===== config.mk =====
export PLATFORM = sky130hd
export DESIGN_NAME = bcd2bin_arbiter
export DESIGN_NICKNAME = d
export VERILOG_FILES = /design/src/rtl/bcd2bin_arbiter_pkg.sv /design/src/rtl/rr_pick.sv /design/src/rtl/bcd2bin_arbiter.sv
export SDC_FILE = /design/constraint.sdc
export NUM_CORES = 1
export LEC_CHECK = 0
export ABC_AREA = 1
export CORE_MARGIN = 2
export CORE_UTILIZATION = 40
export CTS_CLUSTER_DIAMETER = 150
export DETAILED_ROUTE_END_ITERATION = 8
export PLACE_DENSITY_LB_ADDON = 0.15
export SETUP_SLACK_MARGIN = 0.05
export SLEW_MARGIN = 20
export SYNTH_ARGS = -nofsm -noshare
export SYNTH_HDL_FRONTEND = slang
export SYNTH_SLANG_ARGS = --single-unit

===== constraint.sdc =====
create_clock -name clk -period 2.5 [get_ports clk]
set_input_delay 0.375 -clock clk [delete_from_list [all_inputs] [get_ports clk]]
set_output_delay 0.375 -clock clk [all_outputs]
set_load 0.01 [all_outputs]

===== src/rtl/bcd2bin_arbiter_pkg.sv =====
// Shared FSM state type and constants for the bcd2bin request arbiter.
package bcd2bin_arbiter_pkg;

  typedef enum logic [1:0] {
    ST_IDLE,
    ST_ISSUE,
    ST_WAIT,
    ST_RESP
  } state_t;

  localparam logic [3:0] DIGIT_MAX = 4'd9;
  localparam int         BIN_W     = 7;
  localparam int         WD_W      = 8;

  // Both nibbles must be legal decimal digits.
  function automatic logic bcd_byte_ok(input logic [7:0] b);
    return (b[7:4] <= DIGIT_MAX) && (b[3:0] <= DIGIT_MAX);
  endfunction

endpackage


===== src/rtl/rr_pick.sv =====
// Combinational round-robin selector: one-hot grant on the first request at or above ptr, wrapping.
module rr_pick #(
  parameter int N     = 4,
  parameter int PTR_W = 2
) (
  input  logic [N-1:0]     req,
  input  logic [PTR_W-1:0] ptr,
  output logic [N-1:0]     grant
);

  logic [N-1:0] rot;
  logic [N-1:0] grant_rot;

  // Rotate so ptr sits at bit 0, isolate the lowest set bit, rotate back.
  assign rot       = N'({req, req} >> ptr);
  assign grant_rot = rot & (~rot + N'(1));
  assign grant     = N'({grant_rot, grant_rot} >> (N - int'(ptr)));

endmodule


===== src/rtl/bcd2bin_arbiter.sv =====
// Shares one two-digit bcd2bin converter among NUM_REQ requesters with a WAIT watchdog.
// Optional build macro BCD2BIN_ARB_CHECK_EN rejects bytes with a nibble above 9 without using the converter.
module bcd2bin_arbiter
  import bcd2bin_arbiter_pkg::*;
#(
  parameter int NUM_REQ = 4,
  parameter int TIMEOUT = 64
) (
  input  logic                 clk,
  input  logic                 reset_n,
  input  logic [NUM_REQ-1:0]   req_valid,
  output logic [NUM_REQ-1:0]   req_ready,
  input  logic [8*NUM_REQ-1:0] req_bcd,
  output logic [NUM_REQ-1:0]   rsp_valid,
  output logic [BIN_W-1:0]     rsp_bin,
  output logic                 rsp_err,
  output logic                 conv_start,
  output logic [3:0]           conv_bcd1,
  output logic [3:0]           conv_bcd0,
  input  logic                 conv_ready,
  input  logic                 conv_done_tick,
  input  logic [BIN_W-1:0]     conv_bin
);

  localparam int                PTR_W   = $clog2(NUM_REQ);
  localparam logic [WD_W-1:0]   WD_LAST = WD_W'(TIMEOUT - 1);
  localparam logic [PTR_W-1:0]  IDX_MAX = PTR_W'(NUM_REQ - 1);

  state_t             state_reg, state_next;
  logic [PTR_W-1:0]   idx_reg, idx_next;
  logic [PTR_W-1:0]   rr_ptr_reg, rr_ptr_next;
  logic [WD_W-1:0]    wd_reg, wd_next;
  logic [7:0]         bcd_reg, bcd_next;
  logic [BIN_W-1:0]   bin_reg, bin_next;
  logic               err_reg, err_next;

  logic [NUM_REQ-1:0] grant;
  logic [PTR_W-1:0]   grant_idx;
  logic [7:0]         sel_bcd;
  logic [7:0]         req_byte [NUM_REQ];
  logic               handshake;

  rr_pick #(
    .N     (NUM_REQ),
    .PTR_W (PTR_W)
  ) u_pick (
    .req   (req_valid),
    .ptr   (rr_ptr_reg),
    .grant (grant)
  );

  assign req_ready = (state_reg == ST_IDLE) ? grant : '0;
  assign handshake = |(req_valid & req_ready);

  genvar gi;
  generate
    for (gi = 0; gi < NUM_REQ; gi++) begin : g_lane
      assign req_byte[gi]  = req_bcd[8*gi +: 8];
      assign rsp_valid[gi] = (state_reg == ST_RESP) && (idx_reg == PTR_W'(gi));
    end
  endgenerate

  // Grant is one-hot, so OR-ing the set positions yields its index.
  always_comb begin
    grant_idx = '0;
    for (int i = 0; i < NUM_REQ; i++) begin
      if (grant[i]) grant_idx = grant_idx | PTR_W'(i);
    end
  end

  assign sel_bcd = req_byte[grant_idx];

  always_comb begin
    state_next  = state_reg;
    idx_next    = idx_reg;
    rr_ptr_next = rr_ptr_reg;
    wd_next     = wd_reg;
    bcd_next    = bcd_reg;
    bin_next    = bin_reg;
    err_next    = err_reg;
    case (state_reg)
      ST_IDLE: begin
        if (handshake) begin
          idx_next = grant_idx;
`ifdef BCD2BIN_ARB_CHECK_EN
          if (!bcd_byte_ok(sel_bcd)) begin
            bin_next   = '0;
            err_next   = 1'b1;
            state_next = ST_RESP;
          end else begin
            bcd_next   = sel_bcd;
            state_next = ST_ISSUE;
          end
`else
          bcd_next   = sel_bcd;
          state_next = ST_ISSUE;
`endif
        end
      end
      ST_ISSUE: begin
        if (conv_ready) begin
          wd_next    = '0;
          state_next = ST_WAIT;
        end
      end
      ST_WAIT: begin
        wd_next = wd_reg + WD_W'(1);
        if (conv_done_tick) begin
          bin_next   = conv_bin;
          err_next   = 1'b0;
          state_next = ST_RESP;
        end else if (wd_reg == WD_LAST) begin
          bin_next   = '0;
          err_next   = 1'b1;
          state_next = ST_RESP;
        end
      end
      ST_RESP: begin
        rr_ptr_next = (idx_reg == IDX_MAX) ? '0 : idx_reg + PTR_W'(1);
        state_next  = ST_IDLE;
      end
      default: state_next = ST_IDLE;
    endcase
  end

  always_ff @(posedge clk or negedge reset_n) begin
    if (!reset_n) begin
      state_reg  <= ST_IDLE;
      idx_reg    <= '0;
      rr_ptr_reg <= '0;
      wd_reg     <= '0;
      bcd_reg    <= '0;
      bin_reg    <= '0;
      err_reg    <= 1'b0;
    end else begin
      state_reg  <= state_next;
      idx_reg    <= idx_next;
      rr_ptr_reg <= rr_ptr_next;
      wd_reg     <= wd_next;
      bcd_reg    <= bcd_next;
      bin_reg    <= bin_next;
      err_reg    <= err_next;
    end
  end

  // The start pulse is one cycle by construction: ISSUE is left on the same edge.
  assign conv_start = (state_reg == ST_ISSUE) && conv_ready;
  assign conv_bcd1  = bcd_reg[7:4];
  assign conv_bcd0  = bcd_reg[3:0];
  assign rsp_bin    = bin_reg;
  assign rsp_err    = err_reg;

endmodule


# Yosys cells after proc, flatten, opt, wreduce, memory -nomap -nowiden
# Index checks and enable logic that the tools add are counted.
# word_totals
output_inout_bits	25
regBits	30
# op_classes
n_lt_le_gt_ge	1
n_addsub	4
n_mux	19
eq_ne	10
shifts	2
n_reduce_logical	14
bitwise	4
# ops
operator	n
8-bit by 32-bit right shift with 4-bit output	1
8-bit 2-to-1 mux	3
8-bit binary-select mux with 2-bit select	1
8-bit case mux with 2 select lines	1
2-bit 2-to-1 mux	7
7-bit 2-to-1 mux	2
8-bit by 1-bit adder with 8-bit output (second input constant)	1
4-bit bitwise AND	2
2-bit equality test (second input constant)	4
8-bit by 6-bit equality test with 1-bit output (second input constant)	1
2-bit case mux with 4 select lines	1
8-bit by 2-bit right shift with 4-bit output	1
2-bit AND reduction	3
1-bit logical AND	5
4-bit by 1-bit adder with 4-bit output (second input constant)	1
2-bit by 1-bit equality test with 1-bit output (second input constant)	2
2-bit zero test	2
4-bit 2-to-1 mux	1
2-bit != test (second input constant)	2
4-bit NOT	1
2-bit nonzero test	2
4-bit OR reduction	1
3-bit by 2-bit subtractor with 4-bit output (first input constant)	1
3-bit >= comparator (second input constant)	1
5 further kinds	7

# Logic depth before layout (Yosys ltp)
# logic_depth
ltp_word	12
depth_mapped	21
depth_no_buf	18

# Modules after synthesis
# A second synthesis with hierarchy kept.
# hier_totals
cells_unflattened	306
area_unflattened_um2	2134.5
# by_module_without_submodules
mod	cells_per_inst	area_each_um2	n_inst
bcd2bin_arbiter	246	1811.7	1
rr_pick	60	322.8	1

# Least setup slack after synthesis
# No wires, ideal clock.
# synth_timing
kind	register to output
startpoint	register rr_ptr_reg[0]
endpoint	output req_ready[3]
t_arrival_ns	1.667
slack_ns	0.458
stages_incl_launch_ff	12
path_cell_list	dfrtp_1 > buf_6 > inv_2 > buf_6 > ha_1 > inv_1 > nor2_1 > nand3_1 > nand2_2 > inv_2 > buf_6 > nor2_1
# synth_between
elab_chain_len	6
elab_cells_between_ends	7
classes_between	add/sub (2); shift (2); mux (1); bitwise (2)
# synth_rtl
element	line	text
from (decl)	bcd2bin_arbiter.sv:31	logic [PTR_W-1:0] rr_ptr_reg, rr_ptr_next;
from (signal assigned)	bcd2bin_arbiter.sv:138	rr_ptr_reg <= rr_ptr_next;
8-bit by 2-bit right shift with 4-bit output	rr_pick.sv:15	assign rot = N'({req, req} >> ptr);
4-bit NOT	rr_pick.sv:16	assign grant_rot = rot & (~rot + N'(1));
4-bit by 1-bit adder with 4-bit output	rr_pick.sv:16	
4-bit bitwise AND	rr_pick.sv:16	
8-bit by 32-bit right shift with 4-bit output (*)	rr_pick.sv:17	assign grant = N'({grant_rot, grant_rot} >> (N - int'(ptr)));
4-bit 2-to-1 mux (*)	bcd2bin_arbiter.sv:52	assign req_ready = (state_reg == ST_IDLE) ? grant : '0;
to (decl)	bcd2bin_arbiter.sv:12	output logic [NUM_REQ-1:0] req_ready,
# Every way passes the cells marked *; elsewhere a longest branch is shown, timed or not.

# Worst setup path in the final report
# layout_timing
startpoint	input req_valid[3]
endpoint	output req_ready[0]
# layout_between
elab_chain_len	6
# layout_rtl
element	line	text
from (decl)	bcd2bin_arbiter.sv:11	input logic [NUM_REQ-1:0] req_valid,
8-bit by 2-bit right shift with 4-bit output (*)	rr_pick.sv:15	
4-bit NOT	rr_pick.sv:16	
4-bit by 1-bit adder with 4-bit output	rr_pick.sv:16	
4-bit bitwise AND (*)	rr_pick.sv:16	
8-bit by 32-bit right shift with 4-bit output (*)	rr_pick.sv:17	
4-bit 2-to-1 mux (*)	bcd2bin_arbiter.sv:52	
# Marked as above.

==> run metrics <==
Tot Pwr 4430 uW; initial antenna violation count 0; arrival time worst endpoint 1.90 ns; Place WS -0.184 ns; die area 0.00610 mm^2; mapped cell area 0.00220 mm^2; EDFF count, synth 0; Detailed Route Iter0 Violations 86; hpwl dp between 4000 and 5000 um; Synth Warn # 0; fmax 0.440 GHz; CTS Buf Count 5; top cells by area, synth dfrtp_1 (34%), nand2_1 (18%), inv_1 (8.5%); Max-cap violations 0; core area 0.00520 mm^2; syn nets 376; period utilisation layout between 90% and 100%; FF-to-FF path depth 13; CTS root buffer clkbuf_8; internal reg-to-reg setup slack 0.30 ns; die span in x 78.1 um; Antenna Cells 0; overall routing resource usage 18.2%; Cells after DPL between 400 and 500; Critical Path Start Type input pin; Setup violations, final 0; vias in the first global route ~2.0k; CP Max Fanout 3; Cell Pwr Density 1400 mW/mm^2; Area Overhead vs Synth 43.8%; CTS Buffer Depth 2; Netlist cell types 27; via count 2220; crit path from req_valid[3]; worst hold path type reg -> reg; Mapped Cells 318; run status completed; top post-synthesis cells by count nand2_1 (106), inv_1 (50), dfrtp_1 (30), nand3_1 (30), a21oi_1 (14); sequential share of the synthesized area 34.2%; CTS tree built; Hold Startpoint wd_reg[7]$_DFFE_PN0P_; max-slew violation count 0; H-tree depth 2; Yosys top cell by area dfrtp_1; Worst slew margin between 60 and 70%; Hold Path Depth 1; Post-synth ARST share 100%; RSZ-0062 raised after global routing false; post-synth top area share 34.2%; CP Class in -> out; largest net degree at the start of global routing 31; wire per inst 11.2 um; Starting Density 42.2%; post-route minimum period 2.27 ns; Site Rows 26; final core utilization 60.7%; most frequent cell after synthesis nand2_1; Avg Inst Size Synth 6.91 um^2; leakage 0.00167 uW; Top Ports between 70 and 80; share of layout cells above drive strength 1 12.7%; final global-route overflow total 0; final worst setup slack 0.226 ns; worst path required time 2.12 ns; Seq cells post-synth 30; FF-to-FF Start rr_ptr_reg[1]$_DFFE_PN0P_; Post-DRT Antenna Nets 0; Final Hold Viols 0; first-pass GRT wire length approximately 9000 um; worst skew pair latency 0.28 ns; CTS sink count 30; Filler Cell Count 488; DR DRC count 0; clock transition at the registers of the reported paths 0.06 ns; Nets 466; Via density between 4 and 5; PortBufs 71; Die H 78.1 um; Placed Area 0.00305 mm^2; Peak VDD IR between 600 and 700 uV; Detailed Routing Iterations Pass 1 4; Post-Layout Cell Count 479; Total Wirelength 5350 um; clock skew 0.00312 ns; worst slew pin tran 0.498 ns; Final GP Congestion 0.876; ys flop type dfrtp_1; cell area after layout 0.00316 mm^2; crit end category output pin
critical path, stage by stage:
cell and delay, ns:
clkdlybuf4s50_1 0.48, buf_4 0.13, nand2_4 0.05, nand3_1 0.08
nand2_2 0.08, inv_1 0.07, nand3_1 0.08, nand3_1 0.07
nand2_1 0.05, inv_1 0.08, nand2_1 0.05, inv_1 0.04
dlygate4sd2_1 0.25
per-stage QoR:
step	hold slack, ns	setup TNS [ns]
floorplan	0.0794	0
global placement	0.452	-0.883
detailed placement	0.455	-1.21
CTS	0.464	0
global route	0.493	0
finish	0.460	0
per-layer routing:
metal | up-vias | global-route usage, % | wire length [um]
met5 | - | 0 | 0
met4 | 0 | 5.26 | 45
met3 | 5 | 3.68 | 237
met2 | 53 | 27.9 | 2370
met1 | 983 | 26.0 | 2700
li1 | 1179 | - | -
placed cells by master, fill, tap and decap left out, types with 2 or more instances in the layout:
master             n
buf_4             17
nand3_2            2
nand3_1           28
clkbuf_2           3
inv_1             50
nand2_4            3
nand2_2            8
o21ai_1            5
nor3_1             4
ha_1              11
o21ai_0            9
a21oi_1           14
clkdlybuf4s50_1   67
xor2_1             2
nor2_1            13
nand3b_1           7
a22o_1             7
nand2_1          105
clkbuf_8           6
inv_2              4
nor2_2             2
dfrtp_1           29
path summary, 6_finish.rpt:
kind / end
min reg2reg: wd_reg[7]$_DFFE_PN0P_
max: req_ready[0]
min in group asynchronous: state_reg[1]$_DFFE_PN0P_
min: wd_reg[7]$_DFFE_PN0P_
max reg2reg: bcd_reg[1]$_DFFE_PN0P_
max in group asynchronous: rr_ptr_reg[0]$_DFFE_PN0P_
cell type report:
cell class | instances | area, um^2 | share of cell area [%]
timing repair buffer | 89 | 833 | 26.4
multi-input combinational | 228 | 1190 | 37.6
tap | 70 | 87.6 | 2.77
clock buffer | 6 | 82.6 | 2.61
clock inverter | 2 | 12.5 | 0.396
inverter | 54 | 203 | 6.42
sequential | 30 | 752 | 23.8
power by group:
| group | switching (uW) | internal, uW |
|---|---|---|
| clock network | 183 | 221 |
| registers | 128 | 701 |
| logic | 1830 | 1360 |
cells by family after synthesis:
group / synth area share [%]
simple gates: 35.7
buf+inv: 12.5
compound gates: 10.5
flops: 34.2
fa+ha+maj: 6.27
xor+xnor: 0.798
repair_timing:
item	in CTS	in global routing
setup endpoints to repair	4	9
endpoints found under the hold margin	0	0
gates resized for setup	8	8
setup buffers	1	0
hold buffers	0	0
(Power assumes the default switching activity.)
